**src/rtl/ser_pkg.sv**
```systemverilog
// Shared types and defaults for the bit serializer.
package ser_pkg;

   typedef enum logic [0:0] {
      IDLE  = 1'b0,
      SHIFT = 1'b1
   } ser_state_t;

   localparam logic SER_IDLE_BIT_DEFAULT = 1'b0;

   // Counter width for a word of data_w bits; never narrower than one bit.
   function automatic int ser_cnt_w(input int data_w);
      return (data_w > 1) ? $clog2(data_w) : 1;
   endfunction

endpackage

```
**src/rtl/ser_hold_reg.sv**
```systemverilog
// One-word holding register with a full flag.
// A load takes priority over a take on the same edge.
module ser_hold_reg #(
   parameter int DATA_W = 8
) (
   input  logic              clk,
   input  logic              reset,
   input  logic              i_load,
   input  logic              i_take,
   input  logic [DATA_W-1:0] i_data,
   output logic              o_full,
   output logic [DATA_W-1:0] o_data
);

   logic              r_full;
   logic [DATA_W-1:0] r_data;

   always_ff @(posedge clk) begin
      if (reset) begin
         r_full <= 1'b0;
         r_data <= '0;
      end else if (i_load) begin
         r_full <= 1'b1;
         r_data <= i_data;
      end else if (i_take) begin
         r_full <= 1'b0;
      end
   end

   assign o_full = r_full;
   assign o_data = r_data;

endmodule

```
**src/rtl/bit_serializer.sv**
```systemverilog
// Parallel-to-serial shifter: IDLE/SHIFT FSM with a down-counting bit counter.
// Define SER_HOLD_EN to add a one-word holding register for gapless streaming.
//
//   state | meaning
//   IDLE  | no word shifting; ser_out = IDLE_BIT, ready for a word
//   SHIFT | driving one data bit per cycle; counter==0 is the last bit
module bit_serializer
   import ser_pkg::*;
#(
   parameter int   DATA_W    = 8,
   parameter bit   MSB_FIRST = 1'b1,
   parameter logic IDLE_BIT  = SER_IDLE_BIT_DEFAULT
) (
   input  logic              clk,
   input  logic              reset,
   input  logic [DATA_W-1:0] in_data,
   input  logic              in_valid,
   output logic              in_ready,
   output logic              ser_out,
   output logic              ser_active,
   output logic              byte_done
);

   localparam int               CNT_W    = ser_cnt_w(DATA_W);
   localparam logic [CNT_W-1:0] CNT_LOAD = CNT_W'(DATA_W - 1);

   ser_state_t        r_state;
   logic [CNT_W-1:0]  r_cnt;
   logic [DATA_W-1:0] r_shift;

   logic              w_last;
   logic              w_accept;
   logic              w_in_ready;
   logic              w_load;
   logic [DATA_W-1:0] w_load_data;
   logic [DATA_W-1:0] w_shift_next;

   assign w_last   = (r_state == SHIFT) && (r_cnt == '0);
   assign w_accept = in_valid && w_in_ready;

`ifdef SER_HOLD_EN
   logic              w_hold_full;
   logic              w_hold_load;
   logic              w_hold_take;
   logic [DATA_W-1:0] w_hold_data;

   // Mid-word accepts park in hold; a last-bit accept with hold empty bypasses it.
   assign w_in_ready  = !w_hold_full;
   assign w_hold_take = w_last && w_hold_full;
   assign w_hold_load = w_accept && (r_state == SHIFT) && !w_last;
   assign w_load      = (w_accept && !w_hold_load) || w_hold_take;
   assign w_load_data = w_hold_full ? w_hold_data : in_data;

   ser_hold_reg #(
      .DATA_W (DATA_W)
   ) u_hold (
      .clk    (clk),
      .reset  (reset),
      .i_load (w_hold_load),
      .i_take (w_hold_take),
      .i_data (in_data),
      .o_full (w_hold_full),
      .o_data (w_hold_data)
   );
`else
   assign w_in_ready  = (r_state == IDLE) || w_last;
   assign w_load      = w_accept;
   assign w_load_data = in_data;
`endif

   assign w_shift_next = MSB_FIRST ? (r_shift << 1) : (r_shift >> 1);

   always_ff @(posedge clk) begin
      if (reset) begin
         r_state <= IDLE;
         r_cnt   <= '0;
         r_shift <= '0;
      end else if (w_load) begin
         r_state <= SHIFT;
         r_cnt   <= CNT_LOAD;
         r_shift <= w_load_data;
      end else if (r_state == SHIFT) begin
         if (w_last) begin
            r_state <= IDLE;
         end else begin
            r_cnt   <= r_cnt - CNT_W'(1);
            r_shift <= w_shift_next;
         end
      end
   end

   assign in_ready   = w_in_ready;
   assign ser_active = (r_state == SHIFT);
   assign byte_done  = w_last;
   assign ser_out    = (r_state == SHIFT) ?
                       (MSB_FIRST ? r_shift[DATA_W-1] : r_shift[0]) : IDLE_BIT;

endmodule

```
**config.mk**
```make
export PLATFORM = sky130hd
export DESIGN_NAME = bit_serializer
export DESIGN_NICKNAME = d
export VERILOG_FILES = /design/src/rtl/ser_pkg.sv /design/src/rtl/ser_hold_reg.sv /design/src/rtl/bit_serializer.sv
export SDC_FILE = /design/constraint.sdc
export NUM_CORES = 1
export LEC_CHECK = 0
export BUFFER_PORTS_ARGS = -buffer_cell sky130_fd_sc_hd__buf_4
export CORE_AREA = 2 2 39 41
export DETAILED_ROUTE_END_ITERATION = 7
export DIE_AREA = 0 0 41 43
export PLACE_DENSITY = 0.73
export SLEW_MARGIN = 20
export SYNTH_ARGS = -nofsm -noshare
export SYNTH_HDL_FRONTEND = slang
export SYNTH_SLANG_ARGS = --single-unit
```
**constraint.sdc**
```tcl
create_clock -name clk -period 2.3 [get_ports clk]
set_clock_uncertainty 0.2 [all_clocks]
set_input_delay 0.345 -clock clk [delete_from_list [all_inputs] [get_ports clk]]
set_output_delay 0.345 -clock clk [all_outputs]
set_load 0.01 [all_outputs]
```
==> run summary <==
- completed — outcome
- 60 — Gate Count Post-Synth
- 19.1% — area growth from synthesis to final layout
- 41 um — die extent in x
- 0.000400 V — maximum resistive drop on vdd
- inv_1, ha_1, nand2b_4, nand2_4, buf_4 — worst-path cell chain
- 2 — number of buffers between clock root and the deepest sink
- 13 — top fanout value on the critical path
- 37.4% — sequential cell area fraction in the yosys report
- 643 um2 — combined area of all synthesized cells
- 0.26 ns — clk_lat worst skew
- 2.01 ns — fin crit period
- 14 — number of I/O port buffers
- 14 — number of core rows
- 12 — number of sinks on the clock net
- 0.148 mW — switching power total
- reg2out — Crit Path Class
- 48.5% — part of the power in registers
- sky130_fd_sc_hd__clkbuf_4 — buffer type at the clock tree root
- 46.5% — starting utilization of the core area
- 1 — number of DRC violations after detailed-routing iteration 0
- 14 — maximum number of pins on one net before global-route repair
- 0.255 ns — Worst Tran Pin Value
- 0.499 mW — overall power of the completed layout
- 0 — setup fix buffers added after clock tree synthesis
- 73 — post-synth net total
- 5.47 — detail-routed via count per cell
- 0 — post-detailed-route count of antenna-violating nets
- 766 um2 — post-route standard cell area excluding fillers
- 12 — Synth Register Bits
- 0 — global route overflow
- flip-flop — launching element type of the critical path
- 0 — number of buffers inserted by hold repair at cts
- 87 — number of cells in the design after placement
- built — TritonCTS clock tree
- 0 — number of pins exceeding their max-slew limit in the final report
- 55.3% — fraction of the core area covered by cells at the end of the flow
- 1760 um2 — overall die area
- 1180 um — total routed wirelength
- 0.35 ns — delay of the slowest cell on the worst path
- 0 — Antenna Diode Count
- 0 — count of cells resized by post-cts repair
- 849 um — Detailed Place HPWL
- 89 — Layout Nets
- 0.07 ns — clock edge transition at the registers on the reported setup and hold paths
- 87.3% — final critical-path share of the clock period
- 40.5% — fraction of layout cells with a size suffix above 1
- sky130_fd_sc_hd__dfxtp_1 (37%), sky130_fd_sc_hd__a221oi_2 (16%), sky130_fd_sc_hd__mux2i_1 (12%), sky130_fd_sc_hd__nor2_1 (5.8%), sky130_fd_sc_hd__ha_1 (3.9%) — largest cells by area after synthesis
- 43 um — Die H
- 16.8% — Tot GR Track Use
- 83.0% — Max transition margin
- 0.351 mW — Power Internal
- 0.291 ns — fin worst setup slack
- no — setup repair after global routing missed its margin
- 37.4% — fraction of post-synthesis cell area in the top cell type by area
- 1.75 ns — WP data required
- 0.350 nW — leakage power
- 25.4% — Clk pwr share
- 1380 um2 — core region area
- 0 — count of yosys warnings during synthesis
- 0 ns — Setup TNS Final
- 492 — number of vias in the routed layout
- 0 — DRC
- 10.7 um2 — average instance area after synthesis
- 0 — hold violation count in the final report
- 0.170 ns — worst hold slack across all endpoints
- output port — category of the worst setup path capture point
- 2 — drt first pass iters
- 15 — IO Count
- 90 — final std cells w/o fill
- 0 — maxcap violations
- in2reg — type of the worst min-delay path
- 29.6% — switching share of total power
- 2010 um — first-pass GRT wire length
- 498 MHz — maximum achievable frequency
- 0.581 ns — worst slack at placement
- 13.1 um — post-DR wirelength/cell
- 743 um2 — placed instance area
- 0.750 — final weighted congestion in routability-driven placement
- sky130_fd_sc_hd__dfxtp_1 — cell type of the slowest stage on the worst timing path
- 476 — via count of the first global-routing pass
- 19 — number of distinct library cells after synthesis
- 651 nW/um2 — ratio of total power to cell area
- 1.46 ns — arrival time at the worst endpoint
- 0 — initial antenna violation count
- sky130_fd_sc_hd__dfxtp_1 — Yosys top cell by area
- 1 — H-tree depth
- 3 — CTS buffer count
- 0 — number of endpoints failing setup at the final stage
- 26.1% — combinational share of power
[per-layer routing]
metal / up-vias / global-route usage (%) / wire [um]
li1: 251 / - / -
met1: 230 / 20.7 / 556
met2: 9 / 25.6 / 558
met3: 2 / 3.14 / 50
met4: 0 / 10.0 / 12
met5: - / 0 / 0
[sequential cells by signal, summed over array words and instances, names as in the netlist]
signal      cells
r_cnt           3
r_shift         8
ser_active      1
[critical path, delay by kind of cell (launching register included)]
family,cells,cell delay [ns]
buf+inv,2,0.25
flops,1,0.35
fa+ha+maj,1,0.25
simple gates,2,0.35
[synth_stat cells (all sizes together)]
library cell	number
dfxtp	12
nor2	10
mux2i	8
a221oi	7
a211oi	4
buf	4
inv	4
a21oi	2
ha	2
a21o	1
a31o	1
and2	1
and3	1
nand2	1
nand2b	1
nor3	1
[cell families after synthesis]
group / after synthesis / share of synthesized area, %
buffers and inverters: 8 / 7.39
multiplexers: 8 / 12.5
flip-flops: 12 / 37.4
AO/OA/AOI/OAI: 15 / 26.5
adder cells (fa/ha/maj): 2 / 3.89
AND/OR/NAND/NOR: 15 / 12.5
[cell usage in the layout, fill, tap and decap left out, drive strengths merged, types with 2 or more instances in the layout]
cell / count
a211oi: 4
a21oi: 2
a221oi: 7
buf: 15
clkbuf: 3
dfxtp: 12
ha: 2
inv: 4
mux2i: 8
nor2: 10
[area by class of cell]
cell class	count	area [um2]
Timing Repair Buffer	15	113
Multi-Input combinational cell	40	355
Fill cell	130	618
Clock buffer	3	22.5
Sequential cell	12	240
Inverter	4	15.0
Tap cell	16	20.0
[power groups by stage]
stage,clock network [mW],logic (mW),registers [mW]
after floorplan,0,0.103,0.243
after global placement,0,0.129,0.245
after detailed placement,0,0.131,0.247
after CTS,0.132,0.132,0.242
after global routing,0.140,0.142,0.245
final,0.126,0.130,0.242
[path summary, 6_finish.rpt]
kind | startpoint | to | slack, ns | cells after the start
max reg2reg | r_cnt[0] | r_shift[7] | 0.72 | 5
min | reset | r_shift[2] | 0.17 | 2
max | r_cnt[0] | in_ready | 0.29 | 5
min reg2reg | r_shift[1] | r_shift[2] | 0.34 | 2
No activity file was read; power rests on OpenSTA's default activity.
